### src/rtl/sprite_pkg.sv
// ============================================================================
// Module  : sprite_pkg
// Purpose : Shared sprite RAM constants, layout types and anim-to-layout map.
// Rev     : 1.0  initial release
// ============================================================================
`default_nettype none

package sprite_pkg;

  localparam int NUM_ANIM = 10;

  localparam logic [3:0] ANIM_IDLE       = 4'd0;
  localparam logic [3:0] ANIM_WALKING    = 4'd1;
  localparam logic [3:0] ANIM_HIT        = 4'd2;
  localparam logic [3:0] ANIM_JUMP       = 4'd3;
  localparam logic [3:0] ANIM_LOW_PUNCH  = 4'd4;
  localparam logic [3:0] ANIM_MID_PUNCH  = 4'd5;
  localparam logic [3:0] ANIM_HIGH_KICK  = 4'd6;
  localparam logic [3:0] ANIM_CROUCH     = 4'd7;
  localparam logic [3:0] ANIM_BLOCK_LOW  = 4'd8;
  localparam logic [3:0] ANIM_BLOCK_HIGH = 4'd9;

  localparam int ROWS_DEF     = 105;
  localparam int W_NORMAL_DEF = 200;
  localparam int W_ATTACK_DEF = 256;
  localparam int W_SINGLE_DEF = 50;

  localparam int PIX_NORMAL = W_NORMAL_DEF * ROWS_DEF;  // 21000
  localparam int PIX_SINGLE = W_SINGLE_DEF * ROWS_DEF;  // 5250
  localparam int PIX_ATTACK = W_ATTACK_DEF * ROWS_DEF;  // 26880

  localparam int ADDR_W = 15;

  typedef enum logic [1:0] {
    TYPE_NORMAL = 2'd0,
    TYPE_SINGLE = 2'd1,
    TYPE_ATTACK = 2'd2
  } layout_e;

  function automatic layout_e anim_layout(input logic [3:0] anim);
    if (anim <= ANIM_JUMP)           return TYPE_NORMAL;
    else if (anim <= ANIM_HIGH_KICK) return TYPE_ATTACK;
    else                             return TYPE_SINGLE;
  endfunction

endpackage

`default_nettype wire

### src/rtl/sprite_anim_decode.sv
// ============================================================================
// Module  : sprite_anim_decode
// Purpose : Animation id -> last pixel address and one-hot RAM select.
// Rev     : 1.0  initial release
// ============================================================================
`default_nettype none

module sprite_anim_decode
  import sprite_pkg::*;
#(
  parameter int ROWS     = ROWS_DEF,
  parameter int W_NORMAL = W_NORMAL_DEF,
  parameter int W_ATTACK = W_ATTACK_DEF,
  parameter int W_SINGLE = W_SINGLE_DEF
) (
  input  logic [3:0]          anim,
  output logic [ADDR_W-1:0]   last_addr,
  output logic [NUM_ANIM-1:0] onehot
);

  localparam logic [ADDR_W-1:0] LAST_NORMAL = ADDR_W'(W_NORMAL * ROWS - 1);
  localparam logic [ADDR_W-1:0] LAST_ATTACK = ADDR_W'(W_ATTACK * ROWS - 1);
  localparam logic [ADDR_W-1:0] LAST_SINGLE = ADDR_W'(W_SINGLE * ROWS - 1);

  always_comb begin
    last_addr = LAST_NORMAL;
    case (anim_layout(anim))
      TYPE_ATTACK: last_addr = LAST_ATTACK;
      TYPE_SINGLE: last_addr = LAST_SINGLE;
      default:     last_addr = LAST_NORMAL;
    endcase
  end

  // Ids above the last animation shift the bit out, giving an all-zero select.
  assign onehot = {{(NUM_ANIM-1){1'b0}}, 1'b1} << anim;

endmodule

`default_nettype wire

### src/rtl/sprite_ram_loader.sv
// ============================================================================
// Module  : sprite_ram_loader
// Purpose : Byte-stream writer for the ten fighter sprite RAMs (2 pixels/byte).
// Rev     : 1.0  initial release
// ============================================================================
`default_nettype none

module sprite_ram_loader
  import sprite_pkg::*;
#(
  parameter int ROWS     = ROWS_DEF,
  parameter int W_NORMAL = W_NORMAL_DEF,
  parameter int W_ATTACK = W_ATTACK_DEF,
  parameter int W_SINGLE = W_SINGLE_DEF
) (
  input  logic                clock,
  input  logic                reset_n,
  input  logic                in_valid,
  input  logic [7:0]          in_data,
  output logic                in_ready,
  output logic [NUM_ANIM-1:0] wr_en,
  output logic [ADDR_W-1:0]   wr_addr,
  output logic [3:0]          wr_data,
  output logic                busy,
  output logic                done,
  output logic                err
);

  localparam logic [1:0] ST_IDLE  = 2'd0;
  localparam logic [1:0] ST_LOAD  = 2'd1;
  localparam logic [1:0] ST_WR_LO = 2'd2;
  localparam logic [1:0] ST_CHECK = 2'd3;

  localparam logic [3:0] ANIM_MAX = 4'(NUM_ANIM - 1);

  logic [1:0]          state_q, state_d;
  logic [3:0]          anim_q, anim_d;
  logic [ADDR_W-1:0]   addr_q, addr_d;
  logic [7:0]          csum_q, csum_d;
  logic [3:0]          lo_nib_q, lo_nib_d;
  logic [NUM_ANIM-1:0] wr_en_q, wr_en_d;
  logic [ADDR_W-1:0]   wr_addr_q, wr_addr_d;
  logic [3:0]          wr_data_q, wr_data_d;
  logic                busy_q, busy_d;
  logic                done_q, done_d;
  logic                err_q, err_d;

  logic [ADDR_W-1:0]   w_last_addr;
  logic [NUM_ANIM-1:0] w_onehot;
  logic                w_accept;
  logic                w_hdr_ok;
  logic                w_last_pair;

  sprite_anim_decode #(
    .ROWS     (ROWS),
    .W_NORMAL (W_NORMAL),
    .W_ATTACK (W_ATTACK),
    .W_SINGLE (W_SINGLE)
  ) u_decode (
    .anim      (anim_q),
    .last_addr (w_last_addr),
    .onehot    (w_onehot)
  );

  assign w_accept    = in_valid && in_ready;
  assign w_hdr_ok    = (in_data[3:0] == 4'd0) && (in_data[7:4] <= ANIM_MAX);
  assign w_last_pair = (addr_q + ADDR_W'(1)) == w_last_addr;

  always_ff @(posedge clock or negedge reset_n) begin
    if (!reset_n) state_q <= ST_IDLE;
    else          state_q <= state_d;
  end

  always_comb begin
    state_d = state_q;
    case (state_q)
      ST_IDLE:  if (w_accept && w_hdr_ok) state_d = ST_LOAD;
      ST_LOAD:  if (w_accept) state_d = ST_WR_LO;
      ST_WR_LO: state_d = w_last_pair ? ST_CHECK : ST_LOAD;
      ST_CHECK: if (w_accept) state_d = ST_IDLE;
      default:  state_d = ST_IDLE;
    endcase
  end

  always_comb begin
    in_ready = (state_q != ST_WR_LO);
  end

  always_comb begin
    anim_d    = anim_q;
    addr_d    = addr_q;
    csum_d    = csum_q;
    lo_nib_d  = lo_nib_q;
    wr_en_d   = wr_en_q;
    wr_addr_d = wr_addr_q;
    wr_data_d = wr_data_q;
    busy_d    = busy_q;
    done_d    = 1'b0;
    err_d     = err_q;
    case (state_q)
      ST_IDLE: begin
        wr_en_d = '0;
        if (w_accept) begin
          if (w_hdr_ok) begin
            anim_d = in_data[7:4];
            addr_d = '0;
            csum_d = '0;
            err_d  = 1'b0;
            busy_d = 1'b1;
          end else begin
            err_d = 1'b1;
          end
        end
      end
      ST_LOAD: begin
        if (w_accept) begin
          wr_en_d   = w_onehot;
          wr_addr_d = addr_q;
          wr_data_d = in_data[7:4];
          lo_nib_d  = in_data[3:0];
          csum_d    = csum_q ^ in_data;
        end else begin
          wr_en_d = '0;
        end
      end
      ST_WR_LO: begin
        wr_addr_d = addr_q + ADDR_W'(1);
        wr_data_d = lo_nib_q;
        // Hold the counter on the final pair so it never passes the last pixel.
        if (!w_last_pair) addr_d = addr_q + ADDR_W'(2);
      end
      ST_CHECK: begin
        wr_en_d = '0;
        if (w_accept) begin
          done_d = 1'b1;
          busy_d = 1'b0;
          err_d  = (in_data != csum_q);
        end
      end
      default: wr_en_d = '0;
    endcase
  end

  always_ff @(posedge clock or negedge reset_n) begin
    if (!reset_n) begin
      anim_q    <= '0;
      addr_q    <= '0;
      csum_q    <= '0;
      lo_nib_q  <= '0;
      wr_en_q   <= '0;
      wr_addr_q <= '0;
      wr_data_q <= '0;
      busy_q    <= 1'b0;
      done_q    <= 1'b0;
      err_q     <= 1'b0;
    end else begin
      anim_q    <= anim_d;
      addr_q    <= addr_d;
      csum_q    <= csum_d;
      lo_nib_q  <= lo_nib_d;
      wr_en_q   <= wr_en_d;
      wr_addr_q <= wr_addr_d;
      wr_data_q <= wr_data_d;
      busy_q    <= busy_d;
      done_q    <= done_d;
      err_q     <= err_d;
    end
  end

  assign wr_en   = wr_en_q;
  assign wr_addr = wr_addr_q;
  assign wr_data = wr_data_q;
  assign busy    = busy_q;
  assign done    = done_q;
  assign err     = err_q;

endmodule

`default_nettype wire

### config.mk
export PLATFORM = sky130hd
export DESIGN_NAME = sprite_ram_loader
export DESIGN_NICKNAME = d
export VERILOG_FILES = /design/src/rtl/sprite_pkg.sv /design/src/rtl/sprite_anim_decode.sv /design/src/rtl/sprite_ram_loader.sv
export SDC_FILE = /design/constraint.sdc
export NUM_CORES = 1
export LEC_CHECK = 0
export BUFFER_PORTS_ARGS = -buffer_cell sky130_fd_sc_hd__buf_2
export CAP_MARGIN = 0
export CORE_ASPECT_RATIO = 0.6
export CORE_MARGIN = 3
export CORE_UTILIZATION = 45
export DETAILED_ROUTE_END_ITERATION = 16
export PLACE_DENSITY = 0.67
export SLEW_MARGIN = 20
export SYNTH_ARGS = -nofsm -noshare
export SYNTH_HDL_FRONTEND = slang
export SYNTH_HIERARCHICAL = 1
export SYNTH_SLANG_ARGS = --single-unit
### constraint.sdc
create_clock -name clock -period 2.6 [get_ports clock]
set_input_delay 0.26 -clock clock [delete_from_list [all_inputs] [get_ports clock]]
set_output_delay 0.26 -clock clock [all_outputs]
set_load 0.005 [all_outputs]
# Yosys cells after proc, flatten, opt, wreduce, memory -nomap -nowiden
# Index checks and enable logic that the tools add are counted.
[word_totals]
out_inout_bits = 33
reg_bits = 65
in_bits = 11
[classes]
reduce_logical = 19
addsub = 2
n_mux = 32
n_bitwise = 1
order_cmp = 3
n_eq_ne = 14
shifts = 1
[op_table]
columns = ["cell", "n"]
rows = [
  ["15-bit one-hot mux with 2 select lines", 3],
  ["15-bit two-way mux", 4],
  ["8-bit two-way mux", 3],
  ["10-bit one-hot mux with 2 select lines", 1],
  ["8-bit one-hot mux with 2 select lines", 1],
  ["15-bit by 1-bit adder with 15-bit output, second input constant", 1],
  ["15-bit by 2-bit adder with 15-bit output, second input constant", 1],
  ["15-bit equality test", 1],
  ["2-bit != test, second input constant", 7],
  ["2-bit two-way mux", 6],
  ["4-bit AND reduction", 3],
  ["10-bit two-way mux", 1],
  ["2-bit nonzero test", 5],
  ["1-bit by 4-bit << shifter with 10-bit output, first input constant", 1],
  ["3-bit AND reduction", 3],
  ["1-bit two-way mux", 8],
  ["8-bit != test", 1],
  ["2-bit one-hot mux with 4 select lines", 1],
  ["4-bit one-hot mux with 2 select lines", 1],
  ["8-bit bitwise XOR", 1],
  ["2-bit equality test, second input constant", 3],
  ["2-bit by 1-bit equality test with 1-bit output, second input constant", 2],
  ["4-bit by 2-bit less-or-equal comparator with 1-bit output, second input constant", 1],
  ["4-bit by 3-bit less-or-equal comparator with 1-bit output, second input constant", 1],
  ["other kinds (8)", 12],
]

# Depth between registers and ports, before layout
# Gate-level depths: netlist (run 1).
[depth]
word_depth = 8
depth_mapped = 10

# Modules after synthesis
# The synthesis (run 1) kept the hierarchy.
[modules_own_cells]
columns = ["mod", "seq_area_each_um2", "n_inst", "cells_per_inst", "area_per_inst_um2"]
rows = [
  ["sprite_ram_loader", 1601.5, 1, 298, 3263.1],
  ["sprite_anim_decode", 0.0, 1, 33, 195.2],
]

# Worst setup path after synthesis (run 1)
# No wires, ideal clock.
[synth_timing]
path_type = "register to register"
startpoint = "reg anim_q[3]"
endpoint = "reg addr_q[12]"
path_stages_with_launch = 10
path_buffers = 2
t_arrival_ns = 2.565
required_time_ns = 2.475
slack_ns = -0.090
synth_period_minus_slack_ns = 2.690
setup_time_ns = 0.125
path_cell_list = "dfrtp_1 nand2b_1 a21oi_1 buf_4 xor2_1 or4_4 nor4_4 or2_1 buf_6 mux2_2"
[synth_between]
elab_chain_cells = 8
[synth_rtl]
columns = ["element", "line", "rtl"]
rows = [
  ["start: declaration", "sprite_ram_loader.sv:37", "logic [3:0] anim_q, anim_d;"],
  ["start signal: assignment", "sprite_ram_loader.sv:157", "anim_q <= anim_d;"],
  ["4-bit by 3-bit less-or-equal comparator with 1-bit output", "sprite_pkg.sv:42", "else if (anim <= ANIM_HIGH_KICK) return TYPE_ATTACK;"],
  ["2-bit two-way mux", "sprite_pkg.sv:42", ""],
  ["2-bit two-way mux *", "sprite_pkg.sv:41", "if (anim <= ANIM_JUMP) return TYPE_NORMAL;"],
  ["2-bit by 1-bit equality test with 1-bit output / 2-bit equality test (equally long branches)", "sprite_anim_decode.sv:27", "case (anim_layout(anim))"],
  ["15-bit one-hot mux with 2 select lines *", "sprite_anim_decode.sv:27", ""],
  ["via w_last_addr[3]", "sprite_ram_loader.sv:48", "logic [ADDR_W-1:0] w_last_addr;"],
  ["15-bit equality test *", "sprite_ram_loader.sv:67", "assign w_last_pair = (addr_q + ADDR_W'(1)) == w_last_addr;"],
  ["2-bit != test (no source line) *", "--", ""],
  ["4-bit AND reduction (no source line) *", "--", ""],
  ["end signal: assignment", "sprite_ram_loader.sv:158", "addr_q <= addr_d;"],
  ["end: declaration", "sprite_ram_loader.sv:38", "logic [ADDR_W-1:0] addr_q, addr_d;"],
]
# Mark *: on every way through the listed nets, which the timed path passes. The rest lies on a longest branch.
# A chain may end at the register's enable or synchronous reset.

# Worst setup path in the final report (run 1)
[layout_timing]
startpoint = "reg anim_q[3]"
endpoint = "reg addr_q[14]"
# The elaborated chain is that of the path after synthesis.

==> results.md, run 1 <==
Final layout:
- In the final layout, the share of cells above drive strength 1 is 0.295.
- The post-route cell area is between 0.004 and 0.005 mm2.
- Summing all multi-input logic gate instances after layout gives approximately 0.0017 mm2.
- The area growth from synthesis to final layout is 18.4%.
- At the end of the flow, the number of nets in the layout was a little under 400.
- The final cell count without fillers is around 490.
- The number of filler cells placed in the layout is ~650.
- The sequential cells in the finished layout cover a total of around 0.0016 mm2.
- The number of diodes added for antenna fixing is 0.

Place:
- The HPWL after detailed placement is about 5800 um.
- The placer's final routability congestion estimate is 0.843.
- The number of buffers inserted by port buffering is between 40 and 50.
- Including well taps, the total number of placed cells is 471.
- After detailed placement, the total cell area comes to 0.00379 mm2.

Clock tree:
- The clock insertion delay at the later pin of the skew report is ~0.32 ns.
- TritonCTS built the clock tree.
- The number of clock buffers added by TritonCTS is 9.
- The clock tree buffer depth is 2.
- The number of buffers added for setup after CTS is 0.
- Clock tree synthesis found a total of 64 sinks.
- The clock root buffer master is sky130_fd_sc_hd__clkbuf_16.
- In this run the number of H-tree levels came out at 3.
- The clock slew seen by the registers of the worst setup and hold paths is roughly 0.05 ns.

Worst setup path:
- On the worst path, the slowest cell contributes a delay of roughly 0.55 ns.
- The reg-to-reg setup timing slack is around 0.11 ns.
- The worst register-to-register path begins at anim_q[3].
- The largest individual stage delay along the critical path comes from the cell sky130_fd_sc_hd__or4_4.
- STA classifies the critical path startpoint as a flop.
- The worst register-to-register path ends at addr_q[14].
- The largest fanout on the critical path is 6.
- The number of cells traversed by the worst register-to-register path is 7.
- The critical path goes through nand2b_1, a21oi_2, xor2_1, or4_4, nor4_4, or2_4, mux2_2.
- At the worst endpoint, the arrival time is between 2 and 3 ns.
- The endpoint type of the worst setup path is a flop.
- The path type of the worst setup path is flop to flop.
- The critical path data required time is ~2.8 ns.

Drt:
- The count of vias placed by the detailed router is 2,622.
- After detailed routing, the number of vias per cell comes to between 5 and 6.
- For this block, the initial DRC count from the detailed router was between 150 and 200.
- The count of nets left with antenna violations once routing finished came out at 0.
- For this run, the detailed router's first-pass iteration total came to 4.
- After detailed routing, the number of remaining DRC violations is 0.
- Dividing the detail-routed wire length by the instance count gives 16.6 um.
- After detailed routing, the total wire length is between 8000 and 9000 um.

Min path:
- The worst hold path terminates at anim_q[0].
- The worst hold path depth is 2.
- The tightest min-delay check is of the primary input to flop type.
- The source of the worst hold timing path is in_data[4].

Timing:
- Setup violations remaining at the end of the flow were counted as 0.
- The worst-margin pin slew is 0.701 ns.
- On the final layout, the worst hold slack is approximately 0.22 ns.
- The minimum clock period after layout is approximately 2.5 ns.
- Of the available clock period, the critical path in the final layout requires 0.960.
- The max-slew violation count is 0.
- The worst pin sits at a relative slew slack of 0.533.
- The fmax is between 400 and 500 MHz.
- The clock arrives with between 0.004 and 0.005 ns of skew.
- The hold violation total from the final report was 0.

Power:
- The share of total power dissipated in sequential elements is 0.347.
- The internal power is approximately 3.1 mW.
- The part of the total power dissipated in the clock network is 0.237.
- Across the VDD grid, the largest voltage drop is roughly 0.5 mV.
- The ratio of total power to cell area is ~1200 mW/mm2.
- The analysis attributes to cell leakage a power of 1.88 nW.
- Of the total power, the share spent switching nets is 0.367.
- Of the total power, combinational logic draws 0.416.
- The net switching power is approximately 1.8 mW.

Synth:
- The library cell with the highest instance count after synthesis is sky130_fd_sc_hd__dfrtp_1.
- Yosys mapped a number of flops with a built-in enable equal to 0.
- A synthesized cell averages between 10 and 15 um2.
- The area share of the leading cell type in the synthesized netlist is 0.463.
- In the synthesized netlist the async set-or-reset flop fraction comes to 1.00.
- The net count after synthesis is between 300 and 400.
- For this run, the number of Yosys warnings is 6.
- After synthesis, the most frequently instantiated cells are sky130_fd_sc_hd__dfrtp_1 (64), sky130_fd_sc_hd__o21ai_0 (30), sky130_fd_sc_hd__nand2b_1 (25).
- Sorting the synthesized cells by area gives the leading types as sky130_fd_sc_hd__dfrtp_1 (46%), sky130_fd_sc_hd__mux2_2 (7.8%), sky130_fd_sc_hd__a22o_1 (4.6%).
- The post-synthesis register bit count is 64.
- The sequential-to-total area share from yosys stat is 0.463.
- The cell count after synthesis is approximately 330.
- The summed instance area of the synthesized netlist is approximately 0.0035 mm2.
- The synthesized design spends more area on one cell type than any other, namely sky130_fd_sc_hd__dfrtp_1.
- The count of distinct cell types in the synthesized netlist is between 40 and 50.
- The most used flip-flop cell after synthesis is sky130_fd_sc_hd__dfrtp_1.

GRT:
- Entering global routing, the biggest net connects 36 pins.
- The met2 track demand over resource is 0.244.
- The global routing's busiest layer is met1.
- For this run, global-route usage on met3 was measured as 0.0608.
- The global-route wire length before repair is roughly 13,000 um.
- The global route total overflow is 0.
- The number of global-route vias before repair came to roughly 2,400.
- The global routing met1 resource utilization is 0.311.
- The global-route total usage across every layer is 0.195.
- The number of antenna violations at the first check in global routing is 0.

Outcome:
- The flow ran to the end, and the final reports show no timing, DRC or antenna violations.

Floorplanning:
- The overall die width is 119 um.
- The number of rows created at floorplan is 24.
- For this configuration, the core starts out at a cell density of 0.470.
- The die height is roughly 74 um.
- The count of boundary I/O pins is 44.
- The die covers approximately 0.0088 mm2.
- The area of the core region is about 0.0074 mm2.

Job:
- The max-cap check violation count is 0.
[critical path: cells and delay by family (launching register included)]
kind / cells / cell delay (ns)
compound gates: 1 / 0.22
xor+xnor: 1 / 0.10
flops: 1 / 0.42
mux: 1 / 0.33
simple gates: 4 / 1.30
[sequential cells by signal (all words and copies together) (netlist names)]
signal	flops
addr_q	14
wr_data	4
busy	1
done	1
lo_nib_q	4
wr_en	10
err	1
state_q	2
csum_q	8
anim_q	4
wr_addr	15
[metrics by stage]
step	util	setup WS, ns	setup TNS (ns)	power [mW]
6_report	0.557	0.105	0	4.90
5_1_grt	0.557	-0.0100	-0.0171	5.24
4_1_cts	0.556	0.0258	0	4.91
3_5_place_dp	0.515	0.0553	0	3.72
3_3_place_gp	0.515	0.150	0	3.67
2_1_floorplan	-	0.0324	0	3.14
[cells by family (layout without fill, tap and decap cells)]
| family | after synthesis | after routing | synth area share |
|---|---|---|---|
| buffers and inverters | 32 | 84 | 0.0561 |
| AOI/OAI and AO/OA | 71 | 71 | 0.138 |
| DFF | 64 | 64 | 0.463 |
| xor gates and xnor gates | 14 | 14 | 0.0355 |
| adders and majority gates | 6 | 6 | 0.0217 |
| other | 2 | 2 | 0.00217 |
| muxes | 30 | 30 | 0.0955 |
| and+or+nand+nor | 112 | 112 | 0.188 |
[placed cells by master, fill, tap and decap left out, types with 3 or more instances in the layout]
cell type | synthesis | layout
sky130_fd_sc_hd__a21oi_1 | 5 | 4
sky130_fd_sc_hd__a22o_1 | 18 | 18
sky130_fd_sc_hd__buf_2 | 5 | 43
sky130_fd_sc_hd__buf_4 | 9 | 17
sky130_fd_sc_hd__clkbuf_16 | 0 | 9
sky130_fd_sc_hd__clkinv_2 | 0 | 3
sky130_fd_sc_hd__dfrtp_1 | 64 | 64
sky130_fd_sc_hd__ha_1 | 6 | 6
sky130_fd_sc_hd__inv_1 | 6 | 6
sky130_fd_sc_hd__mux2_2 | 24 | 24
sky130_fd_sc_hd__mux2i_1 | 6 | 6
sky130_fd_sc_hd__nand2_1 | 20 | 20
sky130_fd_sc_hd__nand2b_1 | 25 | 25
sky130_fd_sc_hd__nand3_1 | 12 | 12
sky130_fd_sc_hd__nand4_1 | 10 | 10
sky130_fd_sc_hd__nor2_1 | 17 | 17
sky130_fd_sc_hd__nor3_1 | 3 | 3
sky130_fd_sc_hd__o211ai_1 | 8 | 8
sky130_fd_sc_hd__o21ai_0 | 30 | 30
sky130_fd_sc_hd__or3_1 | 5 | 5
sky130_fd_sc_hd__xnor2_1 | 11 | 11
sky130_fd_sc_hd__xor2_1 | 3 | 3
[worst max path at each step]
| stage | startpoint | endpoint | slack, ns | cells after the start |
|---|---|---|---|---|
| after floorplan | anim_q[3] | addr_q[12] | 0.03 | 9 |
| after global placement | anim_q[3] | addr_q[12] | 0.15 | 7 |
| after detailed placement | anim_q[3] | addr_q[14] | 0.06 | 7 |
| after CTS | anim_q[3] | addr_q[14] | 0.03 | 7 |
| after global routing | anim_q[3] | addr_q[12] | -0.01 | 7 |
| final | anim_q[3] | addr_q[14] | 0.11 | 7 |
[routing by layer]
layer,vias up,part of all wire,wire [um]
li1,1275,-,-
met1,1268,0.54,4330
met3,2,0.071,577
met2,77,0.39,3160
met4,0,0.0015,12
met5,-,0,0
[layout make-up]
cell class	instances	area share
flip-flops and latches	64	0.391
repair buffers	62	0.0910
well taps	104	0.0318
inverters	7	0.00733
clock buffers	11	0.0593
clock inverters	4	0.0110
multi-input cells	235	0.408
[power groups by stage]
stage               sequential, mW  combinational, mW  clock [mW]
floorplan                     1.63               1.51           0
global placement              1.69               1.98           0
detailed placement            1.70               2.02           0
CTS                           1.69               2.03        1.19
global route                  1.75               2.26        1.23
finish                        1.70               2.04        1.16
[what timing repair did]
action | in CTS | in global routing
gates resized for setup | 0 | 2
hold buffers | 1 | 0
endpoints found under the setup margin | 0 | 12
hold endpoints to repair | 7 | 0
No activity file was read; power rests on OpenSTA's default activity.
==> run 2, diff against run 1 <==
- CELL_PAD_IN_SITES_DETAIL_PLACEMENT: not set -> 0
- CELL_PAD_IN_SITES_GLOBAL_PLACEMENT: not set -> 2
- CORE_UTILIZATION: 45 -> 34
- CTS_CLUSTER_DIAMETER: not set -> 150
- PLACE_DENSITY: 0.67 -> not set
- PLACE_DENSITY_LB_ADDON: not set -> 0.1
- clock period: 2.6 -> 2.18 ns (I/O delays scaled with it)
==> results.md, run 2 (same netlist as run 1, synthesis figures left out) <==
Floorplanning:
- The count of boundary I/O pins is between 40 and 50.
- The overall die width is roughly 140 um.
- The floorplan step defined a die boundary enclosing about 0.011 mm2.
- The number of rows created at floorplan is 27.
- The initial core utilization is 0.363.
- The die height is about 84 um.
- The area of the core region is 0.00953 mm2.

Worst setup path:
- The worst setup path is of the flop to flop kind.
- The endpoint type of the worst setup path is a flop.
- The number of cells traversed by the worst register-to-register path is 8.
- The data arrival time at the worst-slack endpoint is about 2.5 ns.
- In this run the worst path has a maximum fanout of 4.
- STA classifies the critical path startpoint as a flop.
- At the worst endpoint, the required time is 2.39 ns.

Timing:
- Setup repair after global routing could not meet its margin everywhere.
- The worst-margin pin slew is a little over 0.6 ns.
- The headroom to the max-slew limit is 0.597.
- The fmax is 437 MHz.
- The setup-violating endpoint count in the final report is 4.
- The minimum clock period after layout is around 2.3 ns.
- The final worst-path setup slack is -0.110 ns.
- The hold violation total from the final report is 0.
- The largest clock skew in the final design is 0.00640 ns.
- Final hold analysis gives a worst-case slack of 0.177 ns.
- The max-slew violation count was 0.
- Dividing the final minimum period by the clock period gives 1.05.

Power:
- Across the VDD grid, the largest voltage drop is approximately 0.6 mV.
- The internal power of the cells totals roughly 4.2 mW.
- Of the total power, the clock network draws 0.237.
- The fraction of power spent switching nets is 0.359.
- Of the total power, combinational logic draws 0.457.
- The sequential group share of total power is 0.306.
- In this run the power spent charging and discharging nets is between 2 and 2.5 mW.
- The ratio of total power to cell area is around 1500 mW/mm2.
- In this run the static leakage power is just over 2 nW.

Final layout:
- At the end of the flow, the number of nets in the layout was ~420.
- The number of diodes added for antenna fixing is 0.
- The finished layout holds 540 standard cells, fillers aside.
- The area growth from synthesis to final layout is 29.5%.
- The flip-flop count of the largest register, all copies and words added is 15.
- The library cell used most frequently in the layout, excluding fill and tap cells, is sky130_fd_sc_hd__dfrtp_1.
- In the final layout, the share of cells above drive strength 1 is 0.351.
- The top cell types in the final layout, fill and taps aside, are sky130_fd_sc_hd__dfrtp_1 (64), sky130_fd_sc_hd__buf_2 (43), sky130_fd_sc_hd__buf_4 (38).

Min path:
- The worst hold path was traced through 2 stages.
- The min-delay analysis places its worst path in the category primary input to flop.

Place:
- Counting tap cells, the placed design contains a total of between 500 and 600 instances.
- Detailed placement ended at an HPWL of 6730 um.
- The placer's final routability congestion estimate is 0.804.
- The number of buffers inserted by port buffering is 43.

GRT:
- The number of global-route vias before repair is roughly 2,600.
- Entering global routing, the biggest net connects 27 pins.
- The global-route wire length before repair is between 10,000 and 15,000 um.
- The number of antenna violations at the first check in global routing is 0.
- The global route total overflow is 0.
- Across every metal layer, demand over resource in global routing totals 0.168.

Drt:
- The detailed router finished its first iteration with about 150 violations.
- The first detailed-routing pass took 4 iterations.
- The final wirelength is slightly above 9000 um.
- The count of vias placed by the detailed router is ~2,700.
- After detailed routing, the average wire length per cell comes to between 15 and 20 um.
- The number of vias per cell is 5.04.
- The detail route stage leaves a number of antenna-violating nets equal to 0.
- The DRC violation count after routing is 0.

Clock tree:
- The total number of H-tree levels is 3.
- The clock reaches the later pin of the worst-skew pair after 0.33 ns.
- The clock tree buffer depth is 2.
- The clock slew seen by the registers of the worst setup and hold paths is ~0.050 ns.
- The TritonCTS clock tree is yes.
- The clock root buffer master is sky130_fd_sc_hd__clkbuf_16.
- The number of clock sinks is 64.
- Clock tree synthesis inserted a total of 9 buffers.

Outcome:
- The final reports fail on setup timing.
- The run finished, with violations left.

Job:
- The max-cap check violation count is 0.
-- run 2: worst max-delay path, stage by stage (launching register included) --
cell	delay, ns
sky130_fd_sc_hd__dfrtp_1	0.39
sky130_fd_sc_hd__nand2b_4	0.16
sky130_fd_sc_hd__a21oi_4	0.17
sky130_fd_sc_hd__xor2_1	0.10
sky130_fd_sc_hd__or4_4	0.53
sky130_fd_sc_hd__nor4_4	0.21
sky130_fd_sc_hd__buf_4	0.17
sky130_fd_sc_hd__and4bb_2	0.22
sky130_fd_sc_hd__a211o_1	0.22
-- run 2: metrics by stage --
| stage | total power [mW] | setup slack, ns | TNS [ns] | utilization | cell area (um2) |
|---|---|---|---|---|---|
| CTS | 6.43 | -0.0970 | -1.12 | 0.461 | 4390 |
| global placement | 4.77 | -0.0443 | -0.444 | 0.424 | 4040 |
| floorplan | 3.80 | -0.110 | -0.376 | - | 3500 |
| detailed placement | 4.80 | -0.0926 | -1.18 | 0.424 | 4040 |
| global route | 7.08 | -0.220 | -1.60 | 0.470 | 4480 |
| finish | 6.57 | -0.110 | -0.326 | 0.470 | 4480 |
-- run 2: metal layers --
| metal | vias up | GRT usage | part of all wire |
|---|---|---|---|
| met3 | 7 | 0.0416 | 0.052 |
| met1 | 1315 | 0.284 | 0.57 |
| met5 | - | 0 | 0 |
| met2 | 66 | 0.202 | 0.36 |
| met4 | 0 | 0.0412 | 0.0093 |
| li1 | 1332 | - | - |
-- run 2: what timing repair did --
item / in CTS / in global routing
endpoints found under the setup margin: 27 / 29
endpoints found under the hold margin: 24 / 0
setup buffers: 1 / 1
hold buffers: 1 / 0
gates cloned: 0 / 2
pin swaps: 1 / 2
gates resized for setup: 2 / 9
-- run 2: cell type report --
type / instances / area [um2]
clock buffer: 12 / 256
clock inverter: 3 / 65.1
fill: 921 / 5050
inverter: 7 / 26.3
multi-input combinational: 235 / 1730
sequential: 64 / 1600
tap: 130 / 163
timing repair buffer: 89 / 638
-- run 2: power by group through the flow --
stage	combinational (mW)	clock [mW]	sequential, mW
floorplan	1.85	0	1.95
global placement	2.77	0	2.00
detailed placement	2.78	0	2.02
CTS	2.83	1.60	2.00
global route	3.33	1.66	2.08
finish	3.00	1.56	2.01
-- run 2: path summary, 6_finish.rpt --
path / from / end / slack, ns
setup / recovery: anim_q[3] / addr_q[7] / -0.11
hold / removal: in_data[4] / anim_q[0] / 0.18
setup reg to reg: anim_q[3] / addr_q[7] / -0.11
hold reg to reg: wr_data[3] / wr_data[3] / 0.48
max in group asynchronous: reset_n / lo_nib_q[1] / 1.04
min in group asynchronous: reset_n / wr_addr[13] / 0.43
==> run 3, diff against run 2 <==
- CORE_MARGIN: 3 -> 10
==> results.md, run 3 (same netlist as run 1, synthesis figures left out) <==
Outcome:
- The run finished, with violations left.
- The checks that failed: setup timing.

Power:
- Summed over all cells, the static leakage comes to slightly above 2 nW.
- The share of total power dissipated in the clock network is 0.231.
- The fraction of power spent switching nets is 0.366.
- Internal power comes to 3.97 mW.
- The net switching power is 2.29 mW.
- Dividing total power by cell area gives a power density of roughly 1400 mW/mm2.
- The completed layout was analyzed and its total power is between 6 and 7 mW.
- Of the total power, registers draw 0.316.
- Across the VDD grid, the largest voltage drop is between 0.5 and 0.6 mV.
- The part of the total power dissipated in combinational logic is 0.454.

Worst setup path:
- Data on the critical path is required at its endpoint by 2.39 ns.
- The endpoint type of the worst setup path is a flop.
- The cell with the largest stage delay on the worst path is sky130_fd_sc_hd__or4_4.
- The critical path in this run is classified as flop to flop.
- In this design, the largest share of critical-path delay is due to simple AND/OR/NAND/NOR gates.
- STA classifies the critical path startpoint as a flop.
- The buffers plus inverters on the worst setup path is 0.
- The critical path goes through nand2b_4, a21oi_4, xor2_1, or4_4, nor4_4, or2_4, mux2_4.
- The maximum cell stage delay along the critical path is 0.53 ns.
- The largest fanout on the critical path is 5.
- The data arrival time at the worst-slack endpoint is between 2 and 2.5 ns.

GRT:
- The number of antenna violations at the first check in global routing is 0.
- The number of global-route vias before repair is 2,736.
- Entering global routing, the biggest net connects 54 pins.
- Summed over all layers, the global routing overflow is 0.
- Across every metal layer, demand over resource in global routing totals 0.129.
- The first global-routing pass estimated roughly 15,000 um of wire.

Drt:
- Summed over all layers, the routed wires come to between 9000 and 10,000 um.
- The number of vias per cell is 4.98.
- For this run, the detailed router's first-pass iteration total came to 6.
- The number of routed nets with antenna violations is 0.
- The average wire length per cell after detail routing is between 15 and 20 um.
- Summing over every cut layer, the via total after detailed routing is 2,691.
- The initial detailed-routing violation count is 141.
- The DRC violation count after routing is 0.

Place:
- The HPWL after detailed placement is ~6900 um.
- Input and output buffers added on the ports amount to between 40 and 50.
- The placer's final routability congestion estimate is 0.821.

Clock tree:
- The TritonCTS clock tree is yes.
- The total number of H-tree levels is 3.
- The longest clock path from root to sink contains 2 buffers.
- The clock root buffer master is sky130_fd_sc_hd__clkbuf_16.
- Clock latency on the worst-skew pair, taken at its later pin, is 0.33 ns.
- After clock tree synthesis, the clock-pin slew on the worst setup and hold paths is approximately 0.050 ns.
- The number of buffers inserted during clock tree synthesis is 9.
- The number of clock sinks is 64.

Floorplanning:
- For this configuration, the core starts out at a cell density of 0.350.
- The overall die width is 150 um.
- The area of the core region is about 0.0099 mm2.
- The floorplan has 28 rows.
- In this run the vertical extent of the chip is roughly 98 um.
- 44 I/O pins were placed.
- The total die area is roughly 0.015 mm2.

Timing:
- The hold violation total from the final report is 0.
- The largest clock skew in the final design is 0.00753 ns.
- The max-slew violation count is 0.
- Setup total negative slack on the finished layout was measured at -0.104 ns.
- The fmax is roughly 450 MHz.
- The final worst-path setup slack is -0.0484 ns.
- Counting I/O delays and the setup requirement, the final critical path takes 2.23 ns.
- Setup repair after global routing could not meet its margin everywhere.
- The setup-violating endpoint count in the final report is 5.
- The fraction of the cycle the final worst path needs is 1.02.

Job:
- Across the run, the number of max-cap violations was 0.

Final layout:
- The most common cell after layout, fill and taps aside is sky130_fd_sc_hd__dfrtp_1.
- The register with the most flip-flops in the layout has 15 of them.
- The total number of nets in the final design is 417.
- The number of filler cells placed in the layout is 957.
- Relative to the synthesized area, the layout overhead comes to 26.6%.
- Of the cells placed in the final design, the portion with a size suffix greater than 1 is 0.346.
- The top cell types in the final layout, fill and taps aside, are sky130_fd_sc_hd__dfrtp_1 (64), sky130_fd_sc_hd__buf_2 (43), sky130_fd_sc_hd__buf_4 (33).
- The number of diodes added for antenna fixing is 0.
- The utilization after layout is 0.443.

Min path:
- The type of the worst min-delay path is primary input to flop.
## run 3: timing repair
action | CTS | global route
endpoints found under the hold margin | 11 | 0
hold buffers | 1 | 0
resized for setup | 3 | 7
cloned | 0 | 0
setup buffers | 2 | 0
endpoints found under the setup margin | 13 | 24
pin swaps | 1 | 3
## run 3: through the flow
step	hold slack [ns]	worst slack, ns	instance area (um2)	cells
detailed placement	0.129	-0.140	4020	521
global route	0.182	-0.140	4380	540
global placement	0.121	-0.0523	4020	521
CTS	0.167	-0.0341	4350	540
finish	0.183	-0.0484	4380	540
floorplan	-0.0776	-0.110	3500	331
## run 3: final cells by class
| type | count | area (um2) | area share |
|---|---|---|---|
| flip-flops and latches | 64 | 1600 | 0.366 |
| clock inverters | 3 | 40.0 | 0.00915 |
| well taps | 135 | 169 | 0.0386 |
| repair buffers | 83 | 558 | 0.128 |
| inverters | 7 | 30.0 | 0.00686 |
| clock buffers | 13 | 260 | 0.0595 |
| multi-input cells | 235 | 1720 | 0.393 |
## run 3: path summary, 6_finish.rpt
| path | from | to | slack (ns) | depth (start not counted) |
|---|---|---|---|---|
| min in group asynchronous | reset_n | busy | 0.31 | 2 |
| worst min register to register | wr_data[3] | wr_data[3] | 0.47 | 2 |
| worst max register to register | anim_q[3] | addr_q[12] | -0.05 | 7 |
| max in group asynchronous | reset_n | wr_en[6] | 1.28 | 3 |
| worst min-delay path | in_data[4] | anim_q[0] | 0.18 | 2 |
| worst max-delay path | anim_q[3] | addr_q[12] | -0.05 | 7 |
## run 3: power by group through the flow
stage / Sequential, mW / Clock, mW / Combinational (mW)
finish: 1.97 / 1.44 / 2.84
global route: 2.05 / 1.54 / 3.19
CTS: 1.98 / 1.49 / 2.84
detailed placement: 1.99 / 0 / 2.81
global placement: 1.99 / 0 / 2.80
floorplan: 1.95 / 0 / 1.85
## run 3: worst register-to-register path: cells and delay by family (launching register included)
kind,cells,cell delay [ns]
xor+xnor,1,0.10
compound gates,1,0.19
flops,1,0.38
simple gates,4,1.15
mux,1,0.30
## run 3: metal layers
metal,vias to the layer above,wire [um],global-route usage
li1,1328,-,-
met1,1295,4980,0.196
met2,59,3460,0.165
met3,9,528,0.0424
met4,0,98,0.0379
met5,-,0,0
